### src/rtl/array_heap_if.sv
// Request/response port of the array heap: one valid/ready request channel
// and a registered single-cycle response pulse.
interface array_heap_if #(
  parameter int MemoryElementWidth = 12,
  parameter int NArea              = 4,
  parameter int NArrays            = 4
);
  localparam int AW = $clog2(NArrays);
  localparam int IW = $clog2(NArea) + 1;

  logic                          req_valid;
  logic                          req_ready;
  logic [2:0]                    req_op;
  logic [AW-1:0]                 req_array;
  logic [IW-1:0]                 req_index;
  logic [MemoryElementWidth-1:0] req_data;
  logic                          resp_valid;
  logic [MemoryElementWidth-1:0] resp_data;
  logic                          resp_error;

  modport master (
    output req_valid, req_op, req_array, req_index, req_data,
    input  req_ready, resp_valid, resp_data, resp_error
  );

  modport slave (
    input  req_valid, req_op, req_array, req_index, req_data,
    output req_ready, resp_valid, resp_data, resp_error
  );
endinterface

### src/rtl/array_heap.sv
// Heap of fixed-size array areas: allocate (with zero-fill), free (LIFO reuse),
// indexed write/read, size query and clear, one request in flight at a time.
module array_heap #(
  parameter int MemoryElementWidth = 12,
  parameter int NArea              = 4,
  parameter int NArrays            = 4,
  localparam int AW = $clog2(NArrays),
  localparam int IW = $clog2(NArea) + 1
) (
  input  logic          clock,
  input  logic          reset,
  array_heap_if.slave   bus,
  output logic [AW:0]   in_use,
  output logic [AW:0]   high_water
);

  localparam int W  = MemoryElementWidth;
  localparam int HW = AW + IW - 1;   // heap address width: {handle, index}

  typedef enum logic [1:0] {
    S_IDLE,
    S_CLEAR_AREA,
    S_RESP
  } state_t;

  typedef enum logic [2:0] {
    OP_ALLOC = 3'd0,
    OP_FREE  = 3'd1,
    OP_WRITE = 3'd2,
    OP_READ  = 3'd3,
    OP_SIZE  = 3'd4,
    OP_CLEAR = 3'd5
  } op_t;

  state_t state_q, state_d;

  logic [W-1:0]    heap [NArrays*NArea];
  logic [IW-1:0]   sizes [NArrays];
  logic [NArrays-1:0] live;
  logic [AW-1:0]   freed [NArrays];
  logic [AW:0]     freed_top;

  logic [AW-1:0]   clr_array_q;
  logic [IW-2:0]   clr_cnt_q;
  logic [W-1:0]    resp_data_q;
  logic            resp_error_q;

  // Request decode
  logic            ready;
  logic            accept;
  logic [AW-1:0]   arr;
  logic [IW-1:0]   idx;
  logic [HW-1:0]   elem_addr;
  logic            arr_live;
  logic            alloc_from_stack;
  logic            alloc_fresh;
  logic [AW-1:0]   alloc_handle;
  logic            op_error;
  logic [W-1:0]    op_result;
  logic            clear_last;

  // NOTE: every signal driven in always_comb gets a default first, so no path
  // leaves it unassigned and no latch is inferred.
  always_comb begin
    accept           = bus.req_valid && ready;
    arr              = bus.req_array;
    idx              = bus.req_index;
    elem_addr        = {arr, idx[IW-2:0]};
    arr_live         = live[arr];
    alloc_from_stack = (freed_top != '0);
    alloc_fresh      = (high_water < (AW+1)'(NArrays));
    alloc_handle     = alloc_from_stack ? freed[AW'(freed_top - 1'b1)]
                                        : high_water[AW-1:0];
    clear_last       = (clr_cnt_q == (IW-1)'(NArea - 1));
    op_error         = 1'b1;
    op_result        = '0;
    case (bus.req_op)
      OP_ALLOC: begin
        op_error  = !(alloc_from_stack || alloc_fresh);
        op_result = W'(alloc_handle);
      end
      OP_FREE:  op_error = !arr_live;
      OP_WRITE: op_error = !arr_live || (idx >= IW'(NArea));
      OP_READ: begin
        op_error  = !arr_live || (idx >= sizes[arr]);
        op_result = heap[elem_addr];
      end
      OP_SIZE: begin
        op_error  = !arr_live;
        op_result = W'(sizes[arr]);
      end
      OP_CLEAR: op_error = !arr_live;
      default:  op_error = 1'b1;
    endcase
  end

  // NOTE: sequential state is assigned with non-blocking <= so every register
  // samples its inputs from before the clock edge.
  always_ff @(posedge clock) begin
    if (reset) state_q <= S_IDLE;
    else       state_q <= state_d;
  end

  always_comb begin
    state_d = state_q;
    case (state_q)
      S_IDLE: begin
        if (accept) begin
          if (bus.req_op == OP_ALLOC && !op_error) state_d = S_CLEAR_AREA;
          else                                     state_d = S_RESP;
        end
      end
      S_CLEAR_AREA: if (clear_last) state_d = S_RESP;
      S_RESP:       state_d = S_IDLE;
      default:      state_d = S_IDLE;
    endcase
  end

  // Response fields read as zero outside the response cycle.
  always_comb begin
    ready          = (state_q == S_IDLE) && !reset;
    bus.req_ready  = ready;
    bus.resp_valid = (state_q == S_RESP);
    bus.resp_data  = (state_q == S_RESP) ? resp_data_q : '0;
    bus.resp_error = (state_q == S_RESP) && resp_error_q;
  end

  // Bookkeeping: bitmap, sizes, free stack pointer, counters, response latch.
  always_ff @(posedge clock) begin
    if (reset) begin
      live         <= '0;
      freed_top    <= '0;
      in_use       <= '0;
      high_water   <= '0;
      clr_array_q  <= '0;
      clr_cnt_q    <= '0;
      resp_data_q  <= '0;
      resp_error_q <= 1'b0;
      for (int k = 0; k < NArrays; k++) sizes[k] <= '0;
    end else begin
      if (accept) begin
        resp_data_q  <= op_error ? '0 : op_result;
        resp_error_q <= op_error;
      end
      if (accept && !op_error) begin
        case (bus.req_op)
          OP_ALLOC: begin
            live[alloc_handle]  <= 1'b1;
            sizes[alloc_handle] <= '0;
            in_use              <= in_use + 1'b1;
            if (alloc_from_stack) freed_top  <= freed_top - 1'b1;
            else                  high_water <= high_water + 1'b1;
            clr_array_q <= alloc_handle;
            clr_cnt_q   <= '0;
          end
          OP_FREE: begin
            live[arr] <= 1'b0;
            freed_top <= freed_top + 1'b1;
            in_use    <= in_use - 1'b1;
          end
          OP_WRITE: begin
            if ((idx + IW'(1)) > sizes[arr]) sizes[arr] <= idx + IW'(1);
          end
          OP_CLEAR: sizes[arr] <= '0;
          default: ;
        endcase
      end
      if (state_q == S_CLEAR_AREA) clr_cnt_q <= clr_cnt_q + 1'b1;
    end
  end

  // NOTE: heap and free-stack storage carry no reset; a live bit or the stack
  // pointer guards every read, and allocation zero-fills the area.
  always_ff @(posedge clock) begin
    if (accept && !op_error && bus.req_op == OP_WRITE)
      heap[elem_addr] <= bus.req_data;
    else if (state_q == S_CLEAR_AREA)
      heap[{clr_array_q, clr_cnt_q}] <= '0;
    if (accept && !op_error && bus.req_op == OP_FREE)
      freed[freed_top[AW-1:0]] <= arr;
  end

endmodule

### src/flat_wrapper.sv
// flat-port wrapper written by rule: the top's interface ports become plain ports
module array_heap_flat 
#(
  parameter int MemoryElementWidth = 12,
  parameter int NArea              = 4,
  parameter int NArrays            = 4,
  localparam int AW = $clog2(NArrays),
  localparam int IW = $clog2(NArea) + 1
)
  (clock, reset, in_use, high_water, bus_req_valid, bus_req_op, bus_req_array, bus_req_index, bus_req_data, bus_req_ready, bus_resp_valid, bus_resp_data, bus_resp_error);
  array_heap_if #(.MemoryElementWidth(MemoryElementWidth), .NArea(NArea), .NArrays(NArrays)) bus_i ();
  input  logic clock;
  input  logic reset;
  output logic [AW:0] in_use;
  output logic [AW:0] high_water;
  input wire logic [$bits(bus_i.req_valid)-1:0] bus_req_valid;
  input wire logic [$bits(bus_i.req_op)-1:0] bus_req_op;
  input wire logic [$bits(bus_i.req_array)-1:0] bus_req_array;
  input wire logic [$bits(bus_i.req_index)-1:0] bus_req_index;
  input wire logic [$bits(bus_i.req_data)-1:0] bus_req_data;
  output wire logic [$bits(bus_i.req_ready)-1:0] bus_req_ready;
  output wire logic [$bits(bus_i.resp_valid)-1:0] bus_resp_valid;
  output wire logic [$bits(bus_i.resp_data)-1:0] bus_resp_data;
  output wire logic [$bits(bus_i.resp_error)-1:0] bus_resp_error;
  assign bus_i.req_valid = bus_req_valid;
  assign bus_i.req_op = bus_req_op;
  assign bus_i.req_array = bus_req_array;
  assign bus_i.req_index = bus_req_index;
  assign bus_i.req_data = bus_req_data;
  assign bus_req_ready = bus_i.req_ready;
  assign bus_resp_valid = bus_i.resp_valid;
  assign bus_resp_data = bus_i.resp_data;
  assign bus_resp_error = bus_i.resp_error;
  array_heap #(.MemoryElementWidth(MemoryElementWidth), .NArea(NArea), .NArrays(NArrays)) u_core (.clock(clock), .reset(reset), .bus(bus_i), .in_use(in_use), .high_water(high_water));
endmodule
### config.mk
export PLATFORM = sky130hd
export DESIGN_NAME = array_heap_flat
export DESIGN_NICKNAME = d
export VERILOG_FILES = /design/src/rtl/array_heap_if.sv /design/src/rtl/array_heap.sv /design/src/flat_wrapper.sv
export SDC_FILE = /design/constraint.sdc
export NUM_CORES = 1
export LEC_CHECK = 0
export ABC_AREA = 1
export CORE_ASPECT_RATIO = 0.5
export CORE_MARGIN = 2
export CORE_UTILIZATION = 60
export DETAILED_ROUTE_END_ITERATION = 6
export HOLD_SLACK_MARGIN = 0.15
export PLACE_DENSITY = 0.86
export SYNTH_ARGS = -nofsm -noshare
export SYNTH_HDL_FRONTEND = slang
export SYNTH_SLANG_ARGS = --single-unit
### constraint.sdc
create_clock -name clock -period 6.5 [get_ports clock]
set_clock_uncertainty 0.2 [all_clocks]
set_input_delay 0.975 -clock clock [delete_from_list [all_inputs] [get_ports clock]]
set_output_delay 0.975 -clock clock [all_outputs]
set_load 0.1 [all_outputs]
==> reports/metrics.cfg, run 1 <==
[grt]
global_route.usage.met3=0.0809
grtUsageMet2=0.446
overflow=0
grt_pass1_vias=7358
met1_usage=0.401
grt_max_degree=100
antenna_found_initial=0
grt_pass1_wl_um=40600
top_usage_layer=met2
grt.total_usage=0.290

[floorplanning]
initial_core_util=0.624
core.rowCount=33
core_area_um2=16700
fp.dieArea_um2=18500
die_w_um=190
die_h_um=97.1
io_pins=44

[synth]
synthDistinctLibCells=37
netlist_top_cells_area=edfxtp_1 (61%), nor2_1 (6.3%), dfxtp_1 (6.2%)
ys_warn_count=0
synth_seq_cells=244
netlist_instances=944
netlist_area_um2=10400
ys_seq_area_frac=0.673
syn_nets=982
synth_area_leader_cell=edfxtp_1
synth_area_per_cell_um2=11.0
synth.top_cell.area_share=0.612

[pwr]
p_total_mw=3.14
power.static_leakage_nw=4.07
p_sw_uw=726
p_int_mw=2.41
power_density_nw_per_um2=267
swShare=0.232
power_frac_clock=0.376
pwr-share-seq=0.546
comb_power_share=0.077
vdd_drop_max_mv=0.149

[critical_path]
reg2reg_slack_ns=2.40
startpoint_type=input port
crit_path_max_fanout=13
path_class=in2reg
end_kind=flop
cp.required_ns=6.42
cp.arrival_ns=5.16

[sta]
worst_slew_pin_slew_ns=1.26
timing.fmax_mhz=191
min_period_ns=5.24
slew_headroom=0.156
hold_violations=0
hold_slack_ns=0.269
final_max_slew_viol_count=0
setup_viol_count_final=0
setup_tns_ns=0
rsz0062_at_grt=no
period_share=0.806

[clock_network]
clkLatencyLatePin_ns=0.52
cts_tree=built
cts_hold_buf=0
clock-sinks=244
cts_resized=0
cts_made_buffers=21
htreeDepth=1
cts_setup_buffers=0
cts_buffer_depth=3
cts_root_buf=clkbuf_16
cts.clk_slew.worst_paths_ns=0.07

[finish]
fin_nets=1024
synthToLayoutAreaGrowth_pct=13.0
ff_latch_area_um2=7010
multi_input_area_um2=2940
final_design_area_no_fill_um2=11800
utilization=0.705
layout_commonest_cell=edfxtp_1
drive_gt1_frac=0.0791
nFillCells=1053
diodes=0
mostFrequentLayoutCells=edfxtp_1 (212), nor2_1 (175), o21ai_0 (123), nand2_1 (93), inv_1 (78)

[placement]
detailed_place_hpwl_um=16700
io_buffers=43
gp_congestion=0.924
postPlaceCellArea_um2=11100

[routing]
drtAntennaViolNets=0
drc_errors=0
drt_first_pass_iters=6
vias=7660
drtIter0Drc=1236
wirelength_um=26200
drt-wirelength-per-cell_um=21.4
via_per_inst=6.25

[worst_hold_path]
hold_path_class=reg2reg

[flow_run]
cap_violations=0

[status]
status=finished, final reports clean

[per-layer routing]
layer | wire, um | vias to the layer above
met5 | 0 | -
met4 | 777 | 0
met3 | 3610 | 80
met2 | 11800 | 556
met1 | 10000 | 3619
li1 | - | 3405
[final timing paths]
| kind | start | endpoint | cells past startpoint |
|---|---|---|---|
| worst min-delay path | u_core.resp_data_q[2] | u_core.resp_data_q[2] | 2 |
| worst max register to register | u_core.sizes[3][2] | u_core.heap[4][5] | 14 |
| worst max-delay path | bus_req_array[0] | u_core.heap[4][5] | 17 |
| worst min register to register | u_core.resp_data_q[2] | u_core.resp_data_q[2] | 2 |
[layout make-up]
class                   instances  share of cell area
repair buffers                 64              0.0496
inverters                      86              0.0275
multi-input cells             569               0.250
well taps                     227              0.0242
flip-flops and latches        244               0.596
clock buffers                  25              0.0460
clock inverters                11             0.00702
[registers in the layout (all words and copies together), names as in the netlist]
name,cells
u_core.resp_error_q,1
u_core.sizes,12
u_core.resp_data_q,12
u_core.freed_top,3
u_core.clr_cnt_q,2
u_core.heap,192
u_core.clr_array_q,2
u_core.freed,8
u_core.in_use,3
u_core.live,4
u_core.high_water,3
u_core.state_q,2
[cells in the mapped netlist (all sizes together)]
| master | number |
|---|---|
| a211oi | 2 |
| a21o | 2 |
| a21oi | 32 |
| a221oi | 1 |
| a22o | 21 |
| a31oi | 1 |
| buf | 8 |
| clkbuf | 37 |
| clkinv | 1 |
| dfxtp | 32 |
| edfxtp | 212 |
| fa | 1 |
| ha | 14 |
| inv | 85 |
| nand2 | 96 |
| nand3 | 17 |
| nand4 | 5 |
| nor2 | 180 |
| nor3 | 9 |
| o2111ai | 1 |
| o211ai | 11 |
| o21a | 1 |
| o21ai | 124 |
| o22ai | 47 |
| or2 | 1 |
| xnor2 | 1 |
| xor2 | 2 |
[logic make-up after synthesis]
family	count (synthesis)	share of synthesized area
simple gates	308	0.121
buf+inv	131	0.0479
flops	244	0.673
compound gates	243	0.136
fa+ha+maj	15	0.0188
xor+xnor	3	0.00253
[worst max-delay path, cell delays in order]
cell	delay (ns)
clkdlybuf4s50_1	0.59
nand2_1	0.25
inv_1	0.22
a22o_1	0.26
a221oi_1	0.36
ha_1	0.33
nand2_1	0.07
inv_1	0.05
nand2_1	0.05
nand2_1	0.04
nand2_1	0.07
nand3_2	0.08
a21oi_4	0.23
nand2_4	0.14
o21ai_2	0.30
inv_1	0.29
nor3_2	0.83
[power by group through the flow]
stage	Sequential [mW]	Clock [mW]	Combinational, mW
after floorplan	1.75	0	0.143
after global placement	1.75	0	0.225
after detailed placement	1.75	0	0.232
after CTS	1.71	1.18	0.235
after global routing	1.71	1.24	0.259
final	1.71	1.18	0.243
[stage by stage]
step	setup slack, ns	instances
2_1_floorplan	1.62	944
4_1_cts	1.36	1226
6_report	1.26	1226
5_1_grt	0.963	1226
3_5_place_dp	0.906	1190
3_3_place_gp	1.08	1190
Note: power is estimated with default switching activity, not from simulation.
==> run 2: changes to the inputs <==
clock period = 5.3 ns   (was 6.5 ns; I/O delays follow)
==> run 2 against run 1 <==
Against the previous run: the run now ends with design-rule violations left; hold slack lost 0.0011 ns; sequential cell count is the same; global-route usage grew 1.2 points; sequential share of layout area shrank 1.2 points; first-iteration DRC count grew 9.1%; routed wire length grew 6.5%; critical path type unchanged.
==> reports/metrics.cfg, run 2 (synthesis gave the netlist of run 1 again) <==
[status]
status=finished with violations  ; was finished, final reports clean
violations=design-rule violations

[floorplanning]
die_h_um=97.1  ; unchanged
die_w_um=190  ; unchanged
core_area_um2=16700  ; unchanged
core.rowCount=33  ; unchanged
initial_core_util=0.624  ; unchanged
fp.dieArea_um2=18500  ; unchanged
io_pins=44  ; unchanged

[grt]
overflow=0  ; unchanged
grt.total_usage=0.302  ; was 0.290
grt_pass1_wl_um=41700  ; was 40600 um
grt_pass1_vias=7533  ; was 7358
antenna_found_initial=1  ; was 0
grt_max_degree=98  ; was 100

[finish]
diodes=0  ; unchanged
top_regs=u_core.heap (192), u_core.resp_data_q (12), u_core.sizes (12)  ; unchanged
drive_gt1_frac=0.100  ; was 0.0791
synthToLayoutAreaGrowth_pct=15.4  ; was 13.0%
nFillCells=1029  ; was 1053
top_register=u_core.heap  ; unchanged
largest_reg_flops=192  ; unchanged
layout_commonest_cell=edfxtp_1  ; unchanged
mostFrequentLayoutCells=edfxtp_1 (212), nor2_1 (172), o21ai_0 (123), nand2_1 (93), inv_1 (78)  ; was edfxtp_1 (212), nor2_1 (175), o21ai_0 (123), nand2_1 (93), inv_1 (78)
fin_nets=1040  ; was 1024
final_design_area_no_fill_um2=12000  ; was 11800 um2

[sta]
min_period_ns=4.63
worst_slew_pin_slew_ns=1.04  ; was 1.26 ns
rsz0062_at_grt=no  ; unchanged
slew_headroom=0.307  ; was 0.156
setup_tns_ns=0  ; unchanged
hold_violations=0  ; unchanged
timing.fmax_mhz=216
setup_viol_count_final=0  ; unchanged
period_share=0.874
final_max_slew_viol_count=0  ; unchanged

[critical_path]
crit_path_max_fanout=15  ; was 13
crit_buf_inv=5  ; was 4
cp.arrival_ns=4.66  ; was 5.16 ns
critPathTopFamily=buffers and inverters  ; was simple AND/OR/NAND/NOR gates
path_class=in2reg  ; unchanged
path_cells=clkdlybuf4s50_1 -> inv_1 -> nand2_1 -> inv_1 -> a221oi_1 -> ha_1 -> nand2_1 -> inv_1 -> nand2_1 -> nand2_1 -> nand2_1 -> nand3_2 -> a21oi_4 -> nand2_4 -> o21ai_2 -> nand3_1 -> nor2_1 -> buf_4  ; was clkdlybuf4s50_1 -> nand2_1 -> inv_1 -> a22o_1 -> a221oi_1 -> ha_1 -> nand2_1 -> inv_1 -> nand2_1 -> nand2_1 -> nand2_1 -> nand3_2 -> a21oi_4 -> nand2_4 -> o21ai_2 -> inv_1 -> nor3_2
startpoint_type=input port  ; unchanged
end_kind=flop  ; unchanged
cp.required_ns=5.33  ; was 6.42 ns
slowest_delay_ns=0.67  ; was 0.83 ns
crit_slowest_cell=clkdlybuf4s50_1  ; was nor3_2
crit_path_frequent_cell=nand2_1  ; unchanged

[clock_network]
clkLatencyLatePin_ns=0.52  ; about the same
clock-sinks=244  ; unchanged
cts_tree=built  ; unchanged
cts_buffer_depth=3  ; unchanged
cts_hold_buf=0  ; unchanged
cts_resized=0  ; unchanged
cts_made_buffers=22  ; was 21
cts_root_buf=clkbuf_16  ; unchanged
cts.clk_slew.worst_paths_ns=0.07  ; about the same
htreeDepth=1  ; unchanged
cts_setup_buffers=0  ; unchanged

[placement]
postPlaceCellArea_um2=11300  ; was 11100 um2
gp_congestion=0.996  ; was 0.924
detailed_place_hpwl_um=17700  ; was 16700 um
io_buffers=43  ; unchanged

[routing]
via_per_inst=6.31  ; was 6.25
drc_errors=2  ; was 0
drt_first_pass_iters=7  ; was 6
drtIter0Drc=1348  ; was 1236
wirelength_um=27900  ; was 26200 um
drtAntennaViolNets=0  ; unchanged
drt-wirelength-per-cell_um=22.4  ; was 21.4 um
vias=7846  ; was 7660

[pwr]
power.static_leakage_nw=4.22  ; was 4.07 nW
p_total_mw=4.07  ; was 3.14 mW
power_density_nw_per_um2=339  ; was 267 nW/um2
vdd_drop_max_mv=0.185  ; was 0.149 mV

[flow_run]
cap_violations=0  ; unchanged

[worst_hold_path]
hold_path_class=reg2reg  ; unchanged

run 2: cell count changes in the layout (fill, tap and decap cells not counted), sizes merged:
cell           change
clkinvlp           -2
clkbuf             -1
clkdlybuf4s50      -1
bufinv             +3
clkinv             +4
inv                -1
buf               +16
run 2: per-layer routing:
metal / global-route usage / vias up / wire length, um
li1: - / 3440 / -
met1: 0.395 / 3614 / 10200
met2: 0.463 / 671 / 12300
met3: 0.100 / 119 / 4070
met4: 0.136 / 2 / 1270
met5: 0 / - / 10
run 2: final cells by class:
class	instances	area, um2	share of cell area
Multi-Input combinational cell	569	2950	0.246
Timing Repair Buffer	79	693	0.0578
Clock inverter	15	190	0.0158
Sequential cell	244	7010	0.584
Clock buffer	24	558	0.0465
Tap cell	227	284	0.0237
Inverter	86	323	0.0269
run 2: tightest hold or removal path, stage by stage, from the launching register on:
cell	delay (ns)
dfxtp_1	0.31
nand2_1	0.06
a21oi_1	0.05
run 2: metrics by stage:
stage / std cells / hold slack [ns] / setup slack, ns / util
after floorplan: 944 / 0.244 / 0.601 / -
after global placement: 1205 / 0.257 / 0.478 / 0.675
after detailed placement: 1205 / 0.259 / 0.279 / 0.675
after CTS: 1244 / 0.269 / 0.746 / 0.719
after global routing: 1244 / 0.285 / 0.386 / 0.719
final: 1244 / 0.268 / 0.666 / 0.719
run 2: path summary, 6_finish.rpt:
check | start | end | cells after the start | slack (ns)
worst max-delay path | bus_req_array[0] | u_core.heap[12][9] | 18 | 0.67
worst min-delay path | u_core.resp_data_q[5] | u_core.resp_data_q[5] | 2 | 0.27
worst max register to register | u_core.sizes[3][2] | u_core.heap[12][9] | 15 | 1.61
worst min register to register | u_core.resp_data_q[5] | u_core.resp_data_q[5] | 2 | 0.27
run 2: where the power goes:
group	switching (mW)	internal, mW
clock network	0.699	0.961
logic	0.225	0.0836
registers	0.00475	2.10
total	0.929	3.14
